File: src/rtl/mandbort_pkg.sv
// Shared defaults and FSM state type for the Mandelbrot scan controller.
package mandbort_pkg;

  // Default fixed-point format: Q4.12 coordinates in a 16-bit word.
  localparam int WIDTH_DEF    = 16;
  localparam int REALW_DEF    = 4;

  // Iteration core limits.
  localparam int MAX_ITER_DEF = 100;
  localparam int ITERW_DEF    = $clog2(MAX_ITER_DEF);

  // Default raster geometry.
  localparam int H_RES_DEF    = 640;
  localparam int V_RES_DEF    = 480;

  // Number of cycles after a request in which a result from the core is
  // treated as stale (it still belongs to the previous pixel).
  localparam int GUARD_CYCLES = 2;

  // Scan controller states.
  typedef enum logic [2:0] {
    ST_IDLE  = 3'd0,
    ST_REQ   = 3'd1,
    ST_GUARD = 3'd2,
    ST_WAIT  = 3'd3,
    ST_WRITE = 3'd4,
    ST_DONE  = 3'd5
  } scan_state_e;

  // Counter width that stays at least one bit for degenerate sizes.
  function automatic int cnt_width(input int n);
    return (n > 1) ? $clog2(n) : 1;
  endfunction

endpackage

File: src/rtl/mandbort_scan_ctrl.sv
// Raster scan controller: walks every pixel of a frame, hands each point to
// an external iteration core and writes the returned count to a framebuffer.
module mandbort_scan_ctrl
  import mandbort_pkg::*;
#(
  parameter int WIDTH    = WIDTH_DEF,
  parameter int REALW    = REALW_DEF,
  parameter int MAX_ITER = MAX_ITER_DEF,
  parameter int ITERW    = $clog2(MAX_ITER),
  parameter int H_RES    = H_RES_DEF,
  parameter int V_RES    = V_RES_DEF,
  parameter int ADDRW    = $clog2(H_RES * V_RES)
) (
  input  logic                    clk,
  input  logic                    rst,
  input  logic                    start,
  input  logic signed [WIDTH-1:0] r0,
  input  logic signed [WIDTH-1:0] i0,
  input  logic signed [WIDTH-1:0] dr,
  input  logic signed [WIDTH-1:0] di,
  output logic                    busy,
  output logic                    done,
  output logic                    core_req,
  output logic signed [WIDTH-1:0] core_rc,
  output logic signed [WIDTH-1:0] core_ic,
  input  logic                    core_vld,
  input  logic [ITERW-1:0]        core_iter,
  output logic                    fb_wr,
  output logic [ADDRW-1:0]        fb_addr,
  output logic [ITERW-1:0]        fb_data,
  input  logic                    fb_rdy
);

  localparam int XW = cnt_width(H_RES);
  localparam int YW = cnt_width(V_RES);
  localparam logic [XW-1:0] X_LAST = XW'(H_RES - 1);
  localparam logic [YW-1:0] Y_LAST = YW'(V_RES - 1);
  localparam logic GUARD_LAST = 1'(GUARD_CYCLES - 1);

  // Catch parameter sets that cannot describe a sensible configuration.
  if (REALW < 1 || REALW >= WIDTH) begin : g_realw_chk
    $error("mandbort_scan_ctrl: REALW must lie in 1..WIDTH-1");
  end
  if ((2 ** ITERW) < MAX_ITER) begin : g_iterw_chk
    $error("mandbort_scan_ctrl: ITERW too narrow for MAX_ITER");
  end

  // State and datapath registers.
  scan_state_e              state_q, state_d;
  logic [XW-1:0]            x_q, x_d;
  logic [YW-1:0]            y_q, y_d;
  logic [ADDRW-1:0]         addr_q, addr_d;
  logic                     guard_cnt_q, guard_cnt_d;
  logic signed [WIDTH-1:0]  r0_q, r0_d;
  logic signed [WIDTH-1:0]  dr_q, dr_d;
  logic signed [WIDTH-1:0]  di_q, di_d;
  logic signed [WIDTH-1:0]  rc_acc_q, rc_acc_d;
  logic signed [WIDTH-1:0]  ic_acc_q, ic_acc_d;

  // Registered outputs.
  logic                     busy_q, busy_d;
  logic                     done_q, done_d;
  logic                     core_req_q, core_req_d;
  logic signed [WIDTH-1:0]  core_rc_q, core_rc_d;
  logic signed [WIDTH-1:0]  core_ic_q, core_ic_d;
  logic                     fb_wr_q, fb_wr_d;
  logic [ITERW-1:0]         fb_data_q, fb_data_d;

  // Next-state, counter/accumulator update and output decode.
  always_comb begin
    state_d     = state_q;
    x_d         = x_q;
    y_d         = y_q;
    addr_d      = addr_q;
    guard_cnt_d = guard_cnt_q;
    r0_d        = r0_q;
    dr_d        = dr_q;
    di_d        = di_q;
    rc_acc_d    = rc_acc_q;
    ic_acc_d    = ic_acc_q;
    core_rc_d   = core_rc_q;
    core_ic_d   = core_ic_q;
    fb_data_d   = fb_data_q;

    case (state_q)
      ST_IDLE: begin
        // The frame parameters are snapshotted here so that later changes
        // on the inputs cannot disturb a scan in progress.
        if (start) begin
          r0_d     = r0;
          dr_d     = dr;
          di_d     = di;
          rc_acc_d = r0;
          ic_acc_d = i0;
          x_d      = '0;
          y_d      = '0;
          addr_d   = '0;
          state_d  = ST_REQ;
        end
      end

      ST_REQ: begin
        // Present the point; it stays on core_rc/core_ic until the next REQ.
        core_rc_d   = rc_acc_q;
        core_ic_d   = ic_acc_q;
        guard_cnt_d = 1'b0;
        state_d     = ST_GUARD;
      end

      ST_GUARD: begin
        // core_vld may still be high from the previous pixel; ignore it.
        if (guard_cnt_q == GUARD_LAST) begin
          state_d = ST_WAIT;
        end else begin
          guard_cnt_d = guard_cnt_q + 1'b1;
        end
      end

      ST_WAIT: begin
        if (core_vld) begin
          fb_data_d = core_iter;
          state_d   = ST_WRITE;
        end
      end

      ST_WRITE: begin
        if (fb_rdy) begin
          if (x_q != X_LAST) begin
            x_d      = x_q + 1'b1;
            addr_d   = addr_q + 1'b1;
            rc_acc_d = rc_acc_q + dr_q;
            state_d  = ST_REQ;
          end else if (y_q != Y_LAST) begin
            // Imaginary axis runs downward: each new line subtracts di.
            x_d      = '0;
            y_d      = y_q + 1'b1;
            addr_d   = addr_q + 1'b1;
            rc_acc_d = r0_q;
            ic_acc_d = ic_acc_q - di_q;
            state_d  = ST_REQ;
          end else begin
            state_d  = ST_DONE;
          end
        end
      end

      ST_DONE: begin
        state_d = ST_IDLE;
      end

      default: begin
        state_d = ST_IDLE;
      end
    endcase

    // Outputs are registered; most are decoded from the upcoming state so
    // they line up with it, while core_req lags REQ by one cycle so the
    // point registers are already loaded when the pulse is seen.
    core_req_d = (state_q == ST_REQ);
    fb_wr_d    = (state_d == ST_WRITE);
    done_d     = (state_d == ST_DONE);
    busy_d     = (state_d == ST_REQ)  || (state_d == ST_GUARD) ||
                 (state_d == ST_WAIT) || (state_d == ST_WRITE);
  end

  // State, datapath and output registers with asynchronous clear.
  always_ff @(posedge clk or posedge rst) begin
    if (rst) begin
      state_q     <= ST_IDLE;
      x_q         <= '0;
      y_q         <= '0;
      addr_q      <= '0;
      guard_cnt_q <= 1'b0;
      r0_q        <= '0;
      dr_q        <= '0;
      di_q        <= '0;
      rc_acc_q    <= '0;
      ic_acc_q    <= '0;
      busy_q      <= 1'b0;
      done_q      <= 1'b0;
      core_req_q  <= 1'b0;
      core_rc_q   <= '0;
      core_ic_q   <= '0;
      fb_wr_q     <= 1'b0;
      fb_data_q   <= '0;
    end else begin
      state_q     <= state_d;
      x_q         <= x_d;
      y_q         <= y_d;
      addr_q      <= addr_d;
      guard_cnt_q <= guard_cnt_d;
      r0_q        <= r0_d;
      dr_q        <= dr_d;
      di_q        <= di_d;
      rc_acc_q    <= rc_acc_d;
      ic_acc_q    <= ic_acc_d;
      busy_q      <= busy_d;
      done_q      <= done_d;
      core_req_q  <= core_req_d;
      core_rc_q   <= core_rc_d;
      core_ic_q   <= core_ic_d;
      fb_wr_q     <= fb_wr_d;
      fb_data_q   <= fb_data_d;
    end
  end

  assign busy     = busy_q;
  assign done     = done_q;
  assign core_req = core_req_q;
  assign core_rc  = core_rc_q;
  assign core_ic  = core_ic_q;
  assign fb_wr    = fb_wr_q;
  assign fb_addr  = addr_q;
  assign fb_data  = fb_data_q;

endmodule

File: config.mk
export PLATFORM = sky130hd
export DESIGN_NAME = mandbort_scan_ctrl
export DESIGN_NICKNAME = d
export VERILOG_FILES = /design/src/rtl/mandbort_pkg.sv /design/src/rtl/mandbort_scan_ctrl.sv
export SDC_FILE = /design/constraint.sdc
export NUM_CORES = 1
export LEC_CHECK = 0
export ABC_CLOCK_PERIOD_IN_PS = 4480
export BUFFER_PORTS_ARGS = -buffer_cell sky130_fd_sc_hd__buf_2
export CORE_ASPECT_RATIO = 1.25
export CORE_MARGIN = 4
export CORE_UTILIZATION = 51
export DETAILED_ROUTE_END_ITERATION = 8
export PLACE_DENSITY_LB_ADDON = 0.2
export SLEW_MARGIN = 20
export SYNTH_ARGS = -nofsm -noshare
export SYNTH_HDL_FRONTEND = slang
export SYNTH_SLANG_ARGS = --single-unit
export TNS_END_PERCENT = 5
File: constraint.sdc
create_clock -name clk -period 4.48 [get_ports clk]
set_input_delay 0.224 -clock clk [delete_from_list [all_inputs] [get_ports clk]]
set_output_delay 0.224 -clock clk [all_outputs]
set_load 0.02 [all_outputs]
Word level (Yosys, flattened, before mapping)
Cells that the tools add are included.
{"block": "totals", "ff_bits": 165, "in_bits": 76, "out_inout_bits": 62, "wordCells": 83}
{"block": "op_classes", "addsub": 6, "eq_ne": 16, "n_mux": 34, "reduce_logical": 10}
{"cell": "$mux W16", "count": 8}
{"cell": "$mux W19", "count": 4}
{"cell": "$pmux W16 S2", "count": 2}
{"cell": "$mux W10", "count": 4}
{"cell": "$pmux W19 S2", "count": 1}
{"cell": "$mux W9", "count": 4}
{"cell": "$pmux W10 S2", "count": 1}
{"cell": "$add A19 B1 Y19 const B", "count": 1}
{"cell": "$mux W3", "count": 6}
{"cell": "$pmux W9 S2", "count": 1}
{"cell": "$add A16 B16 Y16", "count": 1}
{"cell": "$sub A16 B16 Y16", "count": 1}
{"cell": "$pmux W3 S5", "count": 1}
{"cell": "$eq A3 B2 Y1 const B", "count": 4}
{"cell": "$add A10 B1 Y10 const B", "count": 1}
{"cell": "$ne A10 B10 Y1 const B", "count": 1}
{"cell": "$add A9 B1 Y9 const B", "count": 1}
{"cell": "$eq A3 B3 Y1 const B", "count": 3}
{"cell": "$ne A9 B9 Y1 const B", "count": 1}
{"cell": "$ne A2 B2 Y1 const B", "count": 4}
{"cell": "$eq A3 B1 Y1 const B", "count": 2}
{"cell": "$reduce_and A5 Y1", "count": 1}
{"cell": "$reduce_and A2 Y1", "count": 2}
{"cell": "$reduce_and A4 Y1", "count": 1}
{"cell": "other kinds (7)", "count": 10}

Longest topological paths before layout
Gate-level depths: netlist of run 1.
{"block": "logic_depth", "ltp_word": 9, "depth_mapped": 10, "mapped_depth_nobuf": 10}

Worst setup path after synthesis of run 1
OpenSTA, ideal clock, no wires.
{"block": "synth_path", "kind": "flip-flop to flip-flop", "start": "register dr_q[0]", "end": "register rc_acc_q[14]", "setup_time_ns": 0.136, "arrival_ns": 2.209, "required_time_ns": 4.344, "setup_slack_ns": 2.135, "path_stages_with_launch": 11, "n_path_buf": 0, "synth_period_minus_slack_ns": 2.345, "cell_sequence": "dfrtp_1 -> ha_1 -> inv_1 -> fa_1 -> nor2b_1 -> o31a_1 -> or4_1 -> a32o_1 -> o41ai_2 -> xor2_1 -> o21ai_0"}
{"block": "synth_via", "elab_chain_len": 4}
{"item": "start, declared", "line_no": "mandbort_scan_ctrl.sv:55", "rtl": "logic signed [WIDTH-1:0] dr_q, dr_d;"}
{"item": "start signal, assigned", "line_no": "mandbort_scan_ctrl.sv:193", "rtl": "dr_q <= dr_d;"}
{"item": "$add A16 B16 Y16", "line_no": "mandbort_scan_ctrl.sv:131", "rtl": "rc_acc_d = rc_acc_q + dr_q;"}
{"item": "$mux W16", "line_no": "mandbort_scan_ctrl.sv:128", "rtl": "if (x_q != X_LAST) begin"}
{"item": "$mux W16", "line_no": "mandbort_scan_ctrl.sv:127", "rtl": "if (fb_rdy) begin"}
{"item": "$pmux W16 S2", "line_no": "mandbort_scan_ctrl.sv:85", "rtl": "case (state_q)"}
{"item": "end signal, assigned", "line_no": "mandbort_scan_ctrl.sv:195", "rtl": "rc_acc_q <= rc_acc_d;"}
{"item": "end, declared", "line_no": "mandbort_scan_ctrl.sv:57", "rtl": "logic signed [WIDTH-1:0] rc_acc_q, rc_acc_d;"}
Every way passes these cells. The select of a mux whose other input is x is not followed.
A chain may end at the register's enable or synchronous reset.

Worst setup path in the final report of run 1
{"block": "layout_path", "start": "register x_q[0]", "end": "register ic_acc_q[14]"}
{"block": "layout_via", "elab_chain_len": 3}
{"item": "start, declared", "line_no": "mandbort_scan_ctrl.sv:50", "rtl": "logic [XW-1:0] x_q, x_d;"}
{"item": "start signal, assigned", "line_no": "mandbort_scan_ctrl.sv:170", "rtl": "x_q <= '0;"}
{"item": "start signal, assigned", "line_no": "mandbort_scan_ctrl.sv:188", "rtl": "x_q <= x_d;"}
{"item": "$ne A10 B10 Y1", "line_no": "mandbort_scan_ctrl.sv:128"}
{"item": "$ne A2 B2 Y1 (no source line)"}
{"item": "$reduce_and A5 Y1 (no source line)"}
{"item": "end signal, assigned", "line_no": "mandbort_scan_ctrl.sv:196", "rtl": "ic_acc_q <= ic_acc_d;"}
{"item": "end, declared", "line_no": "mandbort_scan_ctrl.sv:58", "rtl": "logic signed [WIDTH-1:0] ic_acc_q, ic_acc_d;"}
Every way passes these cells.

==> metrics, run 1 <==
routing usage on met1 between 20 and 30%; number of routed nets with antenna violations 0; Nets about 1100; Final Critical Period around 2.9 ns; Die ar. 0.0185 mm²; global-route wire length before repair between 30 and 40 mm; cts repair resizes 0; Cell Area, Synth between 0.008 and 0.009 mm²; Yosys cell types a little under 60; TNS Setup 0 ns; Max-cap violations 0; initial antenna violation count 0; pwr/cell area 728 mW/mm²; outcome finished with violations; Num CTS Buffers 17; Max FO, Critical Path 25; Final Cycle Share 64.3%; Diodes inserted 0; crit start category flip-flop; Pre-Repair DR Iteration Count 4; Worst Path Required about 4.8 ns; register area share after synthesis around 50%; Yosys Warn Count 0; Core Area about 0.016 mm²; fin. max-slew vios 0; worst hold-check path type in2async; CP endpoint kind flip-flop; Primary FF master, synth dfrtp_1; initial core utilization between 50% and 60%; H-tree level count 4; Syn Inst Count a little over 800; final wirelength between 15 and 20 mm; Die Wd around 120 µm; Buffers on Ports approximately 140; DR vias between 6000 and 7000; HPWL Detailed around 13 mm; Worst Path Arrival about 3.2 ns; FP Rows 52; Peak VDD IR about 0.35 mV; CTS root buf clkbuf_16; final hold slack -0.0314 ns; final setup fails 0; WL/cell 15.8 µm; Post-route DRC 0; fmax around 350 MHz; Worst-Margin Slew between 1 and 1.5 ns; commonest non-fill, non-tap cell in the layout dfrtp_1; Sink Count roughly 170; Area growth, synth to finish 19.1%; Worst slew margin 32.3%; Die Ht about 150 µm; Mean Syn Cell Area about 10 µm²; met3 Usage GRT roughly 4.3%; RR Startpoint x_q[0]; vias per inst 5.42; RSZ-0062 raised after global routing false; most frequent cells in the layout dfrtp_1, buf_2, nand2_1, o21ai_0, mux2_2; leakage power ~4.7 nW; asr flop ratio synth 100%; Critical Path Start x_q[0]; pin count of the biggest net entering global routing ~170; Layout Cells excl Fill between 1000 and 1500; clk_lat worst skew between 0.4 and 0.5 ns; EDFF count, synth 0; Reg clk slew, reported paths 0.06 ns; GR peak layer met2; met2 track demand over resource roughly a third; Post-Synthesis Net Count 925; clock skew 0.00474 ns; drt initial violations 484; fraction of final layout cells sized beyond drive strength 1 between 20% and 30%; CTS tree built; clk buf depth 2; number of global-route vias before repair about 6400; final-report hold violation count 22; worst setup path class reg2reg; total grt overflow 0; Placer Congestion just under 0.8; placed insts around 1100; total global-route track usage 21.1%; I/O pins 138; Seq cells post-synth between 150 and 200; failing checks hold timing
## cell type report
class / instances / area, µm²
fillers: 1399 / 6180
well taps: 216 / 270
clock inverters: 6 / 86.3
inverters: 29 / 113
multi-input cells: 588 / 4010
flip-flops and latches: 165 / 4130
clock buffers: 26 / 539
repair buffers: 149 / 806
## critical path, stage by stage (launching register included)
cell and delay, ns:
dfrtp_1 0.38, ha_1 0.21, nand3_1 0.25, nor4_4 0.35, nand2b_1 0.31, nand2_1 0.56, or4_1 0.66, nand3b_1 0.09
## state kept, by name, summed over array words and instances, names as in the netlist
register	cells
done	1
state_q	3
y_q	9
x_q	10
core_rc	16
core_req	1
fb_addr	19
ic_acc_q	16
fb_wr	1
busy	1
r0_q	16
rc_acc_q	16
fb_data	7
guard_cnt_q	1
di_q	16
dr_q	16
core_ic	16
## metal layers
| metal | routed length, µm | part of all wire (%) | up-vias |
|---|---|---|---|
| li1 | - | - | 3159 |
| met1 | 8510 | 46 | 3076 |
| met2 | 9140 | 49 | 133 |
| met3 | 708 | 3.8 | 20 |
| met4 | 301 | 1.6 | 0 |
| met5 | 0 | 0 | - |
## path summary, 6_finish.rpt
kind / endpoint / slack (ns) / depth (start not counted)
setup / recovery: ic_acc_q[14] / 1.60 / 7
hold / removal: fb_data[1] / -0.03 / 3
setup reg to reg: ic_acc_q[14] / 1.60 / 7
hold reg to reg: y_q[1] / 0.49 / 2
max in group asynchronous: dr_q[13] / 3.69 / 3
min in group clk: di_q[10] / 0.01 / 3
## timing repair
item,CTS,global route
hold buffers,2,0
endpoints found under the hold margin,2,0
buffers inserted,0,0
## where the power goes
group / internal [mW] / total (mW) / leakage [nW] / switching (mW)
Combinational: 1.46 / 3.29 / 2.30 / 1.84
Sequential: 2.06 / 2.43 / 2.07 / 0.368
Clock: 0.942 / 1.53 / 0.309 / 0.584
Total: 4.46 / 7.25 / 4.68 / 2.79
## cell families (layout without fill, tap and decap cells)
| family | count (synthesis) | count (layout) | synth area share, % |
|---|---|---|---|
| xor gates and xnor gates | 35 | 35 | 3.67 |
| DFF | 165 | 165 | 49.4 |
| buffers and inverters | 61 | 210 | 2.89 |
| muxes | 82 | 82 | 10.9 |
| adders and majority gates | 35 | 35 | 5.42 |
| AOI/OAI and AO/OA | 182 | 182 | 13.3 |
| and+or+nand+nor | 254 | 254 | 14.5 |
## synth_stat cells, drive strengths merged, types with 6 or more instances
library cell	count	area share, %
nor3	13	0.78
a22oi	8	0.72
nand2b	10	0.84
xnor2	17	1.8
a21o	6	0.54
o21ai	75	4.5
buf	7	0.46
o31ai	6	0.54
nand2	91	4.1
or3	10	0.81
inv	29	1.3
dfrtp	165	49
a211oi	8	0.72
clkbuf	25	1.1
and3	9	0.67
nand3	26	1.6
a31oi	12	0.90
nor2	65	2.9
ha	33	4.9
mux2i	11	1.3
mux2	71	9.6
a21oi	38	2.3
nand4	7	0.60
nor2b	8	0.60
xor2	18	1.9
## per-stage QoR
stage | util, % | power [mW] | worst slack (ns) | instance area, µm² | hold slack (ns)
2_1_floorplan | - | 4.90 | 2.13 | 8360 | 0.341
3_3_place_gp | 57.7 | 5.66 | 1.70 | 9310 | 0.429
3_5_place_dp | 57.7 | 5.73 | 1.59 | 9310 | 0.430
4_1_cts | 61.7 | 7.30 | 1.60 | 9960 | 0.000430
5_1_grt | 61.7 | 7.82 | 1.31 | 9960 | 0.00969
6_report | 61.7 | 7.25 | 1.60 | 9960 | -0.0314
(Power assumes the default switching activity.)
==> run 2, diff against run 1 <==
--- a/config.mk
+++ b/config.mk
@@ -5,11 +5,11 @@
 export SDC_FILE = /design/constraint.sdc
 export NUM_CORES = 1
 export LEC_CHECK = 0
-export ABC_CLOCK_PERIOD_IN_PS = 4480
+export ABC_CLOCK_PERIOD_IN_PS = 2700
 export BUFFER_PORTS_ARGS = -buffer_cell sky130_fd_sc_hd__buf_2
 export CORE_ASPECT_RATIO = 1.25
 export CORE_MARGIN = 4
-export CORE_UTILIZATION = 51
+export CORE_UTILIZATION = 55
 export DETAILED_ROUTE_END_ITERATION = 8
 export PLACE_DENSITY_LB_ADDON = 0.2
 export SLEW_MARGIN = 20
==> constraint.sdc (replaced) <==
create_clock -name clk -period 2.7 [get_ports clk]
set_input_delay 0.135 -clock clk [delete_from_list [all_inputs] [get_ports clk]]
set_output_delay 0.135 -clock clk [all_outputs]
set_load 0.02 [all_outputs]
==> run 2 against run 1 <==
The flow now finishes without violations. Utilization increased by 10 points. Maximum frequency grew 11%. Final cell count increased by 3.7%. Register-to-register slack worse by 1.5 ns. Clock-buffer cell count is 2 lower. Clock skew is 0.0012 ns higher. Power is 73% higher. Highest routed layer unchanged.
==> metrics, run 2 (synthesis results as in run 1) <==
outcome finished clean (was finished with violations); Max-cap violations 0 (unchanged); number of routed nets with antenna violations 0 (unchanged); fraction of final layout cells sized beyond drive strength 1 26.9% (was 27.3%); TNS Setup 0 ns (unchanged); FP Rows 50 (was 52); final-report hold violation count 0 (was 22); commonest non-fill, non-tap cell in the layout dfrtp_1 (unchanged); Sink Count 165 (unchanged); Worst Path Required 3.06 ns (was 4.84 ns); Die Wd 118 µm (was 123 µm); Die ar. 0.0172 mm² (was 0.0185 mm²); Placer Congestion 0.847 (was 0.790); total global-route track usage 23.9% (was 21.1%); postcts setup bufs 0 (unchanged); DR vias 6886 (was 6388); Area growth, synth to finish 28.6% (was 19.1%); H-tree level count 4 (unchanged); WL/cell 16.4 µm (was 15.8 µm); Post-route DRC 0 (unchanged); initial antenna violation count 0 (unchanged); Fill cells 1064 (was 1399); CP max-delay cell a2111oi_0 (was or4_1); Worst-Margin Slew 0.645 ns (was 1.01 ns); worst hold-check path type in2reg (was in2async); leakage power 5.05 nW (was 4.68 nW); Core Area 0.0150 mm² (was 0.0161 mm²); drt initial violations 437 (was 484); Buffers on Ports 137 (unchanged); RSZ-0062 raised after global routing false (unchanged); top cell family by delay on the critical path compound AO/OA/AOI/OAI gates (was simple AND/OR/NAND/NOR gates); Reg clk slew, reported paths 0.06 ns (about the same); fin. max-slew vios 0 (unchanged); worst setup path class reg2reg (unchanged); final hold slack 0.0425 ns (was -0.0314 ns); CP endpoint kind flip-flop (unchanged); CTS tree built (unchanged); final setup fails 0 (unchanged); initial core utilization 55.9% (was 51.8%); Final Cycle Share 95.9% (was 64.3%); Num CTS Buffers 17 (unchanged); Worst Path Arrival 2.95 ns (was 3.23 ns); WP buf/inv 0 (unchanged); most frequent cells in the layout dfrtp_1, buf_2, nand2_1, o21ai_0, mux2_2 (unchanged); HPWL Detailed 13.7 mm (was 12.7 mm); final wirelength 20.1 mm (was 18.7 mm); fmax 386 MHz (was 347 MHz); Peak VDD IR 0.679 mV (was 0.347 mV); critical path, cell by cell ha_1 -> a21o_1 -> or3_1 -> o22ai_2 -> o21ai_1 -> a41o_1 -> a2111oi_0 -> a211o_1 (was ha_1 -> nand3_1 -> nor4_4 -> nand2b_1 -> nand2_1 -> or4_1 -> nand3b_1); Diodes inserted 0 (unchanged); Final Critical Period 2.59 ns (was 2.88 ns); Nets 1139 (was 1061); clock skew 0.00595 ns (was 0.00474 ns); Max FO, Critical Path 5 (was 25); pin count of the biggest net entering global routing 63 (was 166); pwr/cell area 1160 mW/mm² (was 728 mW/mm²); I/O pins 138 (unchanged); clk_lat worst skew 0.42 ns (about the same); total grt overflow 0 (unchanged); Pre-Repair DR Iteration Count 5 (was 4); Final Instance Area 0.0108 mm² (was 0.00996 mm²); CP max stage delay 0.42 ns (was 0.66 ns); placed inst area 0.00943 mm² (was 0.00931 mm²); global-route wire length before repair 33.8 mm (was 31.1 mm); vias per inst 5.63 (was 5.42); clk buf depth 2 (unchanged); Die Ht 146 µm (was 151 µm); Worst slew margin 57.0% (was 32.3%); crit start category flip-flop (unchanged); number of global-route vias before repair 6960 (was 6350); CTS root buf clkbuf_16 (unchanged); max FFs per register 19 (unchanged)
## run 2: changes by cell type in the layout (fill, tap and decap cells not counted), sizes merged
cell and delta:
dlygate4sd3 +61, bufinv +4, clkbuf -2, buf +17, clkinv -1, inv -1
## run 2: final timing paths
check / start / to / slack (ns) / cells past startpoint
max in group asynchronous: rst / rc_acc_q[9] / 1.58 / 5
min reg2reg: y_q[1] / y_q[1] / 0.50 / 2
min: i0[2] / ic_acc_q[2] / 0.04 / 3
max: ic_acc_q[4] / ic_acc_q[15] / 0.11 / 8
max reg2reg: ic_acc_q[4] / ic_acc_q[15] / 0.11 / 8
min in group asynchronous: rst / fb_data[1] / 0.32 / 3
## run 2: layout make-up
| class | count | area, µm² | share of cell area, % |
|---|---|---|---|
| clock inverter | 8 | 193 | 1.79 |
| sequential | 165 | 4130 | 38.4 |
| tap | 182 | 228 | 2.12 |
| multi-input combinational | 588 | 4020 | 37.4 |
| clock buffer | 24 | 492 | 4.57 |
| timing repair buffer | 227 | 1580 | 14.7 |
| inverter | 29 | 113 | 1.05 |
## run 2: where the power goes
| part | internal [mW] | switching (mW) |
|---|---|---|
| registers | 3.42 | 0.602 |
| clock network | 1.83 | 0.947 |
| logic | 2.58 | 3.14 |
## run 2: metal layers
| metal | track usage [%] | routed length [µm] |
|---|---|---|
| met5 | 0 | 0 |
| met3 | 4.94 | 816 |
| met2 | 42.3 | 10500 |
| met1 | 29.4 | 8420 |
| met4 | 7.21 | 297 |
## run 2: metrics by stage
stage | worst slack (ns) | power [mW] | instances | util [%]
4_1_cts | 0.0550 | 12.5 | 1223 | 71.9
6_report | 0.110 | 12.5 | 1223 | 71.9
5_1_grt | 0.00737 | 13.4 | 1223 | 71.9
3_5_place_dp | 0.0681 | 9.63 | 1128 | 63.1
2_1_floorplan | 0.355 | 8.13 | 814 | -
3_3_place_gp | 0.129 | 9.48 | 1128 | 63.1
## run 2: timing repair
| item | 4_1_cts | 5_1_grt |
|---|---|---|
| gates resized for setup | 0 | 2 |
| hold endpoints to repair | 95 | 0 |
| hold buffers | 63 | 0 |
| setup endpoints to repair | 0 | 10 |
## run 2: worst register-to-register path, cell delays in order, from the launching register on
cell and delay (ns):
dfrtp_1 0.40, ha_1 0.33, a21o_1 0.21, or3_1 0.33, o22ai_2 0.21, o21ai_1 0.19
a41o_1 0.29, a2111oi_0 0.42, a211o_1 0.15
==> run 3, diff against run 2 <==
--- a/config.mk
+++ b/config.mk
@@ -12,6 +12,7 @@
 export CORE_UTILIZATION = 55
 export DETAILED_ROUTE_END_ITERATION = 8
 export PLACE_DENSITY_LB_ADDON = 0.2
+export SETUP_SLACK_MARGIN = 0.5
 export SLEW_MARGIN = 20
 export SYNTH_ARGS = -nofsm -noshare
 export SYNTH_HDL_FRONTEND = slang
==> run 3 against run 2 <==
Clock power down 7.6%. Worst setup slack gained 0.063 ns. Maximum frequency increased by 2.5%. Routed wire length up 0.59%. Worst hold slack lost 0.019 ns. Critical path type unchanged. Largest power group unchanged.
==> metrics, run 3 (synthesis results as in run 1) <==
outcome finished clean (unchanged); CTS tree built (unchanged); Post-route DRC 0 (unchanged); Worst slew margin 51.5% (was 57.0%); placed insts 1122 (was 1128); Final Critical Period 2.53 ns (was 2.59 ns); drt initial violations 431 (was 437); GR peak layer met2 (unchanged); top cell family by delay on the critical path compound AO/OA/AOI/OAI gates (unchanged); HPWL Detailed 13.1 mm (was 13.7 mm); total grt overflow 0 (unchanged); CP max stage delay 0.45 ns (was 0.42 ns); Diodes inserted 0 (unchanged); TNS Setup 0 ns (unchanged); area of the multi-input gates 0.00415 mm² (was 0.00402 mm²); met3 Usage GRT 4.20% (was 4.94%); CP endpoint kind flip-flop (unchanged); Max FO, Critical Path 3 (was 5); Worst Path Arrival 2.82 ns (was 2.95 ns); fin. max-slew vios 0 (unchanged); routing usage on met1 30.5% (was 29.4%); leakage power 5.05 nW (about the same); Max-cap violations 0 (unchanged); Total Power 12.7 mW (was 12.5 mW); Num CTS Buffers 17 (unchanged); Final Cycle Share 93.6% (was 95.9%); crit start category flip-flop (unchanged); Sink Count 165 (unchanged); initial core utilization 55.9% (unchanged); max FFs per register 19 (unchanged); Peak VDD IR 0.700 mV (was 0.679 mV); Layout Cells excl Fill 1221 (was 1223); Die ar. 0.0172 mm² (unchanged); total global-route track usage 24.0% (was 23.9%); commonest non-fill, non-tap cell in the layout dfrtp_1 (unchanged); I/O pins 138 (unchanged); clock skew 0.00766 ns (was 0.00595 ns); worst setup path class reg2reg (unchanged); CP max-delay cell or4_4 (was a2111oi_0); Reg clk slew, reported paths 0.06 ns (about the same); number of routed nets with antenna violations 0 (unchanged); vias per inst 5.61 (was 5.63); final wirelength 20.2 mm (was 20.1 mm); Worst-Margin Slew 0.728 ns (was 0.645 ns); DR vias 6845 (was 6886); Pre-Repair DR Iteration Count 5 (unchanged); RSZ-0062 raised after global routing true (was false); critical path, cell by cell ha_2 -> inv_2 -> fa_2 -> nor2b_2 -> o31a_1 -> or4_4 -> a32o_2 -> o41ai_4 -> xor2_1 -> o21ai_1 (was ha_1 -> a21o_1 -> or3_1 -> o22ai_2 -> o21ai_1 -> a41o_1 -> a2111oi_0 -> a211o_1); CTS root buf clkbuf_16 (unchanged); Die Ht 146 µm (unchanged); Die Wd 118 µm (unchanged); final setup fails 0 (unchanged); FF+latch area 0.00413 mm² (unchanged); final-report hold violation count 0 (unchanged); fmax 396 MHz (was 386 MHz); FP Rows 50 (unchanged); clk_lat worst skew 0.43 ns (was 0.42 ns); pwr/cell area 1170 mW/mm² (was 1160 mW/mm²); global-route wire length before repair 34.1 mm (was 33.8 mm); Core Area 0.0150 mm² (unchanged); most frequent cells in the layout dfrtp_1, buf_2, nand2_1, o21ai_0, mux2_2 (unchanged); H-tree level count 4 (unchanged); pin count of the biggest net entering global routing 135 (was 63); Fill cells 1119 (was 1064); Worst Path Required 3.00 ns (was 3.06 ns); WP buf/inv 1 (was 0); fraction of final layout cells sized beyond drive strength 1 28.6% (was 26.9%); clk buf depth 2 (unchanged); worst hold-check path type in2reg (unchanged); Placer Congestion 0.822 (was 0.847); WL/cell 16.5 µm (was 16.4 µm); initial antenna violation count 0 (unchanged); met2 track demand over resource 41.5% (was 42.3%); number of global-route vias before repair 6936 (was 6960); Buffers on Ports 137 (unchanged); Area growth, synth to finish 29.2% (was 28.6%); Nets 1138 (was 1139)
run 3: changes by cell type in the layout (fill, tap and decap cells not counted), sizes merged:
cell      previous run  this run
buf                164       163
clkbuf              24        22
bufinv               6         4
clkinv               1         3
clkinvlp             2         3
run 3: metal layers:
layer	vias up	part of all wire [%]
li1	3303	-
met1	3358	43
met2	155	51
met3	29	4.1
met4	0	1.9
met5	-	0
run 3: stage by stage:
step | util, % | cell area, µm² | hold WS [ns] | worst slack [ns]
6_report | 72.2 | 10800 | 0.0236 | 0.173
5_1_grt | 72.2 | 10800 | 0.0446 | 0.114
4_1_cts | 71.5 | 10700 | 0.00607 | 0.163
3_5_place_dp | 62.7 | 9380 | 0.312 | 0.0197
3_3_place_gp | 62.7 | 9380 | 0.305 | 0.138
2_1_floorplan | - | 8360 | 0.252 | 0.355
run 3: worst register-to-register path, cell delays in order (launching register included):
cell     delay (ns)
dfrtp_1        0.40
ha_2           0.19
inv_2          0.05
fa_2           0.19
nor2b_2        0.05
o31a_1         0.27
or4_4          0.45
a32o_2         0.30
o41ai_4        0.24
xor2_1         0.19
o21ai_1        0.07
run 3: final cells by class:
cell class	count	area share [%]
Tap cell	182	2.11
Timing Repair Buffer	226	14.5
Multi-Input combinational cell	588	38.4
Sequential cell	165	38.2
Inverter	29	1.04
Clock buffer	22	4.39
Clock inverter	9	1.39
run 3: worst paths after layout:
path	startpoint	endpoint	slack, ns	cells after the start
worst max-delay path	rc_acc_q[0]	rc_acc_q[14]	0.17	10
worst min-delay path	i0[7]	ic_acc_q[7]	0.02	3
worst max register to register	rc_acc_q[0]	rc_acc_q[14]	0.17	10
worst min register to register	y_q[1]	y_q[1]	0.50	2
max in group asynchronous	rst	x_q[7]	1.69	4
min in group asynchronous	rst	fb_data[2]	0.40	4
run 3: timing repair:
action,in CTS,in global routing
setup buffers,2,3
gates resized for setup,10,19
endpoints found under the hold margin,238,0
hold buffers,63,0
setup endpoints to repair,56,71
pin swaps,0,7
run 3: power breakdown:
part | internal [mW] | switching (mW)
Sequential | 3.42 | 0.606
Combinational | 2.76 | 3.31
Clock | 1.61 | 0.956
